==> src/rtl/uart_rx_cfg.sv <==
// uart_rx_cfg: parametrised UART receiver (serial line -> parallel word).
// Two-flop input synchroniser, false-start rejection, framing/parity error
// flags and a single-cycle o_dv strobe.
// Optional build macro: UART_RX_MAJORITY_EN -- each bit decision becomes a
// 2-of-3 vote of rx_s at cnt == T-2, T-1, T instead of a single sample at T.
//
// state    | meaning
// ---------+---------------------------------------------------------------
// S_IDLE   | line idle, waiting for rx_s low
// S_START  | half a bit into the start bit; a high sample there is a glitch
// S_DATA   | shifting in DATA_BITS data bits, LSB first
// S_PARITY | checking the parity bit (only reached when PARITY != 0)
// S_STOP   | sampling STOP_BITS stop bits, any low one is a framing error
// S_DONE   | one cycle: publish word and flags, strobe o_dv next cycle
module uart_rx_cfg #(
    parameter int CLK_PER_BIT = 10417,
    parameter int DATA_BITS   = 8,
    parameter int PARITY      = 0,
    parameter int STOP_BITS   = 1
) (
    input  logic                 i_clk,
    input  logic                 i_rst_n,
    input  logic                 i_serial_data,
    output logic [DATA_BITS-1:0] o_rx_byte,
    output logic                 o_dv,
    output logic                 o_frame_err,
    output logic                 o_parity_err,
    output logic                 o_busy
);

    localparam int CW = $clog2(CLK_PER_BIT);
    localparam logic [CW-1:0] HALF_T = CW'(CLK_PER_BIT / 2 - 1);
    localparam logic [CW-1:0] BIT_T  = CW'(CLK_PER_BIT - 1);

    typedef enum logic [2:0] {
        S_IDLE, S_START, S_DATA, S_PARITY, S_STOP, S_DONE
    } state_t;

    state_t               state_q, state_d;
    logic                 rx_meta_q, rx_s_q;
    logic [CW-1:0]        cnt_q, cnt_d;
    logic [3:0]           bit_cnt_q, bit_cnt_d;
    logic [DATA_BITS-1:0] shift_q, shift_d;
    logic                 frm_q, frm_d;
    logic                 par_q, par_d;
    logic [DATA_BITS-1:0] rx_byte_q;
    logic                 dv_q, frame_err_q, parity_err_q;
    logic [CW-1:0]        sample_t;
    logic                 at_t;
    logic                 bit_val;

    // Start bit is sampled at its middle, every later bit one full period on.
    assign sample_t = (state_q == S_START) ? HALF_T : BIT_T;
    assign at_t     = (cnt_q == sample_t);

`ifdef UART_RX_MAJORITY_EN
    logic vote0_q, vote1_q;

    // Capture the two early votes ahead of each nominal sample point.
    always_ff @(posedge i_clk or negedge i_rst_n) begin
        if (!i_rst_n) begin
            vote0_q <= 1'b1;
            vote1_q <= 1'b1;
        end else begin
            if (cnt_q == sample_t - CW'(2)) vote0_q <= rx_s_q;
            if (cnt_q == sample_t - CW'(1)) vote1_q <= rx_s_q;
        end
    end

    assign bit_val = (vote0_q & vote1_q) | (vote0_q & rx_s_q) | (vote1_q & rx_s_q);
`else
    assign bit_val = rx_s_q;
`endif

    // Synchroniser, FSM state, counters and per-frame working registers.
    always_ff @(posedge i_clk or negedge i_rst_n) begin
        if (!i_rst_n) begin
            rx_meta_q <= 1'b1;
            rx_s_q    <= 1'b1;
            state_q   <= S_IDLE;
            cnt_q     <= '0;
            bit_cnt_q <= '0;
            shift_q   <= '0;
            frm_q     <= 1'b0;
            par_q     <= 1'b0;
        end else begin
            rx_meta_q <= i_serial_data;
            rx_s_q    <= rx_meta_q;
            state_q   <= state_d;
            cnt_q     <= cnt_d;
            bit_cnt_q <= bit_cnt_d;
            shift_q   <= shift_d;
            frm_q     <= frm_d;
            par_q     <= par_d;
        end
    end

    // Next-state logic, bit sampling and per-frame error accumulation.
    always_comb begin
        state_d   = state_q;
        bit_cnt_d = bit_cnt_q;
        shift_d   = shift_q;
        frm_d     = frm_q;
        par_d     = par_q;
        case (state_q)
            S_IDLE: begin
                if (!rx_s_q) begin
                    state_d = S_START;
                    frm_d   = 1'b0;
                    par_d   = 1'b0;
                end
            end
            S_START: begin
                if (at_t) begin
                    if (!bit_val) begin
                        state_d   = S_DATA;
                        bit_cnt_d = '0;
                    end else begin
                        state_d = S_IDLE;
                    end
                end
            end
            S_DATA: begin
                if (at_t) begin
                    shift_d   = {bit_val, shift_q[DATA_BITS-1:1]};
                    bit_cnt_d = bit_cnt_q + 4'd1;
                    if (bit_cnt_q == 4'(DATA_BITS - 1)) begin
                        state_d   = (PARITY != 0) ? S_PARITY : S_STOP;
                        bit_cnt_d = '0;
                    end
                end
            end
            S_PARITY: begin
                if (at_t) begin
                    // Odd parity wants XOR(data, p) == 1, even wants 0.
                    par_d     = (PARITY == 1) ? ~((^shift_q) ^ bit_val) : ((^shift_q) ^ bit_val);
                    state_d   = S_STOP;
                    bit_cnt_d = '0;
                end
            end
            S_STOP: begin
                if (at_t) begin
                    if (!bit_val) frm_d = 1'b1;
                    bit_cnt_d = bit_cnt_q + 4'd1;
                    if (bit_cnt_q == 4'(STOP_BITS - 1)) state_d = S_DONE;
                end
            end
            S_DONE: begin
                state_d = S_IDLE;
            end
            default: begin
                state_d = S_IDLE;
            end
        endcase

        if (state_q == S_IDLE || state_d != state_q || at_t) cnt_d = '0;
        else                                                  cnt_d = cnt_q + CW'(1);
    end

    // Output registers: published only in DONE, held until the next DONE.
    always_ff @(posedge i_clk or negedge i_rst_n) begin
        if (!i_rst_n) begin
            rx_byte_q    <= '0;
            dv_q         <= 1'b0;
            frame_err_q  <= 1'b0;
            parity_err_q <= 1'b0;
        end else begin
            dv_q <= (state_q == S_DONE);
            if (state_q == S_DONE) begin
                rx_byte_q    <= shift_q;
                frame_err_q  <= frm_q;
                parity_err_q <= par_q;
            end
        end
    end

    assign o_rx_byte    = rx_byte_q;
    assign o_dv         = dv_q;
    assign o_frame_err  = frame_err_q;
    assign o_parity_err = parity_err_q;
    assign o_busy       = (state_q != S_IDLE);

endmodule

==> config.mk <==
export PLATFORM = sky130hd
export DESIGN_NAME = uart_rx_cfg
export DESIGN_NICKNAME = d
export VERILOG_FILES = /design/src/rtl/uart_rx_cfg.sv
export SDC_FILE = /design/constraint.sdc
export NUM_CORES = 1
export LEC_CHECK = 0
export CORE_MARGIN = 1
export CORE_UTILIZATION = 57
export CTS_CLUSTER_SIZE = 30
export DETAILED_ROUTE_END_ITERATION = 7
export PLACE_DENSITY = 0.78
export SKIP_LAST_GASP = 1
export SLEW_MARGIN = 30
export SYNTH_ARGS = -nofsm -noshare
export SYNTH_HDL_FRONTEND = slang
export SYNTH_SLANG_ARGS = --single-unit
==> constraint.sdc <==
create_clock -name i_clk -period 3.1 [get_ports i_clk]
set_clock_uncertainty 0.2 [all_clocks]
set_input_delay 0.775 -clock i_clk [delete_from_list [all_inputs] [get_ports i_clk]]
set_output_delay 0.775 -clock i_clk [all_outputs]
set_load 0.05 [all_outputs]
# After elaboration in Yosys (flattened, before gate mapping)
# Index checks and enable logic that the tools add are counted.
word_totals:
  in_bits: 3
  word_cells: 67
  out_inout_bits: 12
  ff_bits: 44
op_classes:
  eq_ne: 15
  n_reduce_logical: 13
  bitwise_logic: 1
  n_addsub: 2
  muxes: 24
op_table:
  columns: ["cell", "count"]
  rows:
  - ["two-way mux 14 bit", 2]
  - ["two-way mux 4 bit", 6]
  - ["two-way mux 3 bit", 7]
  - ["case mux 4 bit (4 select lines)", 1]
  - ["case mux 3 bit (5 select lines)", 1]
  - ["adder 14 x 1 -> 14 bit, second input constant", 1]
  - ["equality test 14 bit", 1]
  - ["inequality test 2 bit, second input constant", 7]
  - ["parity 8 bit", 1]
  - ["equality test 3 x 2 -> 1 bit, second input constant", 2]
  - ["equality test 3 bit, second input constant", 2]
  - ["AND reduction 6 bit", 1]
  - ["adder 4 x 1 -> 4 bit, second input constant", 1]
  - ["equality test 4 x 3 -> 1 bit, second input constant", 1]
  - ["zero test 4 bit", 1]
  - ["two-way mux 1 bit", 4]
  - ["case mux 1 bit (2 select lines)", 2]
  - ["AND reduction 4 bit", 1]
  - ["nonzero test 2 bit", 2]
  - ["nonzero test 4 bit", 1]
  - ["equality test 3 x 1 -> 1 bit, second input constant", 1]
  - ["zero test 3 bit", 1]
  - ["inequality test 3 bit", 1]
  - ["AND reduction 3 bit", 1]
  - ["other kinds (5)", 6]

# Longest topological paths before layout
# Gate-level depths: netlist of run 1.
depth:
  word_depth: 9
  ltp_mapped: 7
  mapped_depth_nobuf: 6

# Worst setup path before layout of run 1
# Ideal clock, no wire load.
synth_path:
  path_type: "reg-to-reg"
  from: "register state_q[2]"
  to: "register shift_q[0]"
  setup_ns: 0.125
  path_stages_with_launch: 7
  required_time_ns: 2.775
  t_arrival_ns: 2.192
  path_buffers: 1
  slack_ns: 0.583
  path_cell_list: "dfrtp_1 -> or3b_1 -> or4_1 -> a221oi_2 -> buf_6 -> nand3_4 -> mux2_2"
synth_between:
  elab_chain_cells: 4
  word_cells_on_any_way: 5
  cone_classes: "eq/ne (3); mux (1); reduce/logical (1)"
synth_rtl:
  columns: ["element", "line", "rtl"]
  rows:
  - ["start: declaration", "39", "state_t state_q, state_d;"]
  - ["start signal: assignment", "89", "state_q <= state_d;"]
  - ["equality test 3 x 1 -> 1 bit", "53", "assign sample_t = (state_q == S_START) ? HALF_T : BIT_T;"]
  - ["two-way mux 14 bit", "53", null]
  - ["equality test 14 bit", "54", "assign at_t = (cnt_q == sample_t);"]
  - ["AND reduction 2 bit (no line) *", null, null]
  - ["end signal: assignment", "92", "shift_q <= shift_d;"]
  - ["end: declaration", "43", "logic [DATA_BITS-1:0] shift_q, shift_d;"]
# Every way passes the cells marked *; elsewhere a longest branch is shown, timed or not.
# A chain may end at the register's enable or synchronous reset.

# Worst setup path in the final report of run 1
layout_path:
  from: "register state_q[0]"
  to: "output port o_busy"
layout_between:
  elab_chain_cells: 1
layout_rtl:
  columns: ["element", "line", "rtl"]
  rows:
  - ["nonzero test 3 bit", "181", "assign o_busy = (state_q != S_IDLE);"]
  - ["end: declaration", "28", "output logic o_busy"]
# Every way passes these cells.

==> run_results.csv, run 1 <==
group,metric,value,unit
sta,worst_hold_slack,0.169,ns
pwr,powerDensity,371,mW/mm²
logic_synthesis,syn-cell-area,0.00209,mm²
final_layout,finalNonFillerCells,253,
clocking,numCtsBuffers,5,
setup_path,cp_cell_sequence,"buf_4, or3_1, clkdlybuf4s50_1",
floorplanning,initial_core_util,61.1,%
status,status,"finished clean",
final_layout,final_cell_area,0.00231,mm²
routing,wirelength,3530,µm
grt,grt_start_max_net_pins,45,
sta,fin_setup_tns,0,ns
placed_design,dp.cells,245,
grt,gr-total-overflow,0,
clocking,postCtsHoldBufs,0,
floorplanning,die_w,62.5,µm
worst_hold_path,hp-class,"reg -> reg",
routing,vias_per_cell,5.61,
sta,slew-limit-headroom,63.6,%
final_layout,area.sequential,0.00110,mm²
placed_design,place_ws,0.315,ns
grt,grt_pass1_wl,6270,µm
routing,wl_per_cell,13.9,µm
clocking,cts.sinks,44,
setup_path,setup.worst_path.end_class,"primary output",
setup_path,worst-path-max-fanout,16,
logic_synthesis,syn_inst,189,
sta,layout_setup_ws,0.101,ns
floorplanning,row_count,21,
run,maxCapViolations,0,
clocking,cts_root_buf,"clkbuf_4",
final_layout,multiInputGateArea,913,µm²
logic_synthesis,synth_cell_types,39,
final_layout,fin_util,67.8,%
routing,vias,1419,
pwr,total_power,858,µW
clocking,cts_tree,"done",
final_layout,finalNetCount,212,
clocking,cts.repair.resized,0,
clocking,clockBufferDepth,2,
clocking,cts_setup_buffers,0,
logic_synthesis,synthesis.nets,195,
setup_path,worst_setup_path_start_kind,"register",
logic_synthesis,synth_edf_count,0,
clocking,htreeDepth,2,
logic_synthesis,synthArstFlopShare,100,%
sta,rsz0062_at_grt,"no",
logic_synthesis,yosysTopAreaCellShare,50.4,%
final_layout,drive_gt1_share,16.9,%
logic_synthesis,synth_top_flop_cell,"dfrtp_1",
final_layout,synthToLayoutAreaGrowth,10.9,%
floorplanning,core,0.00342,mm²
sta,fmaxAchievable,333,MHz
setup_path,worst_ep_arrival_time,2.02,ns
clocking,clkSlewWorstSetupHoldPaths,0.13,ns
setup_path,crit_slowest_cell,"clkdlybuf4s50_1",
logic_synthesis,syn_avg_cell_area,11.0,µm²
final_layout,diodes,0,
placed_design,dp.final_hpwl,2500,µm
routing,drtIter0Drc,65,
routing,firstDrtPassIters,4,
logic_synthesis,synth_area_leaders,"dfrtp_1 50%, mux2_2 10%, xnor2_1 5.0%",
sta,period_minus_slack,3.00,ns
floorplanning,die_h,62.5,µm
sta,slew_violations,0,
grt,antenna_found_initial,0,
placed_design,placed_area,0.00226,mm²
logic_synthesis,yosysSeqAreaShare,52.9,%
logic_synthesis,yosys.area.top_type,"dfrtp_1",
floorplanning,io_pins,15,
pwr,vdd_drop_max,0.000312,V
clocking,insertion_delay,0.35,ns
routing,ant_nets,0,
setup_path,cp.required,2.12,ns
routing,drc_errors,0,
logic_synthesis,ys_ff_latch,44,
sta,worst_pin_slew,0.545,ns
grt,grt_pass1_vias,1417,
sta,period_share,96.7,%
setup_path,critPathKind,"reg -> out",
setup_path,max_stage_delay,0.72,ns
floorplanning,dieArea,0.00391,mm²
sta,hold_viol_final,0,
final_layout,fillCellCount,266,
pwr,p_leak,1.04,nW
grt,track_usage,21.1,%
placed_design,io_buffers,14,
logic_synthesis,ys_warn_count,0,
sta,finalSetupViolations,0,
placed_design,gp_congestion,0.793,
-- Yosys cell counts, drive strengths merged (4+ instances only) --
library cell and instances:
mux2 19, nand3 8, nand2 13, dfrtp 42, nor2 23, buf 4, xor2 8, inv 9
nand4 5, xnor2 12, nor3 4, a21oi 5
-- placed cells by master, fill, tap and decap left out, types with 2 or more instances in the layout --
master,n
clkbuf_4,5
ha_1,3
o21ai_0,3
nand3_1,7
inv_1,9
a21oi_1,5
buf_4,3
clkdlybuf4s50_1,13
dfrtp_1,42
a2111oi_0,2
dfstp_2,2
o22ai_1,2
xnor2_1,12
and3_1,2
xor2_1,8
nor2_1,23
nor2b_1,2
nand3b_1,2
nand4_1,5
nand2b_1,3
nand2_1,13
mux2_2,19
nor3_1,4
-- final cells by class --
type	instances	area share, %
sequential	44	47.7
inverter	9	1.46
timing repair buffer	16	6.59
tap	46	2.49
multi-input combinational	130	39.5
clock inverter	2	0.541
clock buffer	6	1.78
-- power breakdown --
group          total, mW  internal [mW]  leakage (nW)  switching [mW]
combinational     0.0156        0.00361         0.420          0.0119
sequential         0.577          0.576         0.593        0.000946
clock              0.265         0.0877        0.0282           0.177
-- cells by family (layout without fill, tap and decap cells) --
kind of cell             after synthesis  after routing  share of synthesized area, %
multiplexers                          20             20                          10.7
flip-flops                            44             44                          52.9
XOR/XNOR                              20             20                          8.39
buffers and inverters                 15             33                          3.36
adder cells (fa/ha/maj)                3              3                          1.80
AND/OR/NAND/NOR                       70             70                          17.2
AO/OA/AOI/OAI                         17             17                          5.64
-- per-layer routing --
layer / GRT usage [%] / vias up / share of wire (%) / routed length (µm)
met5: 0 / - / 0 / 0
met4: 6.98 / 0 / 2.0 / 69
met3: 7.12 / 8 / 4.4 / 154
met2: 35.3 / 35 / 51 / 1790
met1: 25.4 / 696 / 43 / 1510
li1: - / 680 / - / -
-- worst paths after layout --
kind | start | endpoint | slack, ns | depth (start not counted)
max in group asynchronous | i_rst_n | rx_meta_q$_DFF_PN1_ | 2.15 | 1
worst max-delay path | state_q[0]$_DFF_PN0_ | o_busy | 0.10 | 3
worst min-delay path | rx_meta_q$_DFF_PN1_ | bit_val$_DFF_PN1_ | 0.17 | 0
worst max register to register | state_q[1]$_DFF_PN0_ | cnt_q[10]$_DFF_PN0_ | 0.28 | 6
worst min register to register | rx_meta_q$_DFF_PN1_ | bit_val$_DFF_PN1_ | 0.17 | 0
min in group asynchronous | i_rst_n | par_q$_DFFE_PN0P_ | 0.19 | 1
-- critical path: cells and delay by family, from the launching register on --
| family | cells | cell delay [ns] |
|---|---|---|
| buffers and inverters | 2 | 0.90 |
| and+or+nand+nor | 1 | 0.39 |
| DFF | 1 | 0.39 |
-- registers in the layout, summed over array words and instances (netlist names), 3 cells and up --
| name | cells |
|---|---|
| bit_cnt_q | 4 |
| o_rx_byte | 8 |
| cnt_q | 14 |
| state_q | 3 |
| shift_q | 8 |
No activity file was read; power rests on OpenSTA's default activity.
==> inputs of run 2 (changes only) <==
- CTS_CLUSTER_SIZE: 30 -> 28
==> results of run 2 <==
Final layout, timing and power as in run 1 (identical DEF).
==> inputs of run 3 (changes only) <==
- SKIP_CTS_REPAIR_TIMING: not set -> 1
==> results of run 3 <==
Final layout, timing and power as in run 1 (identical DEF).
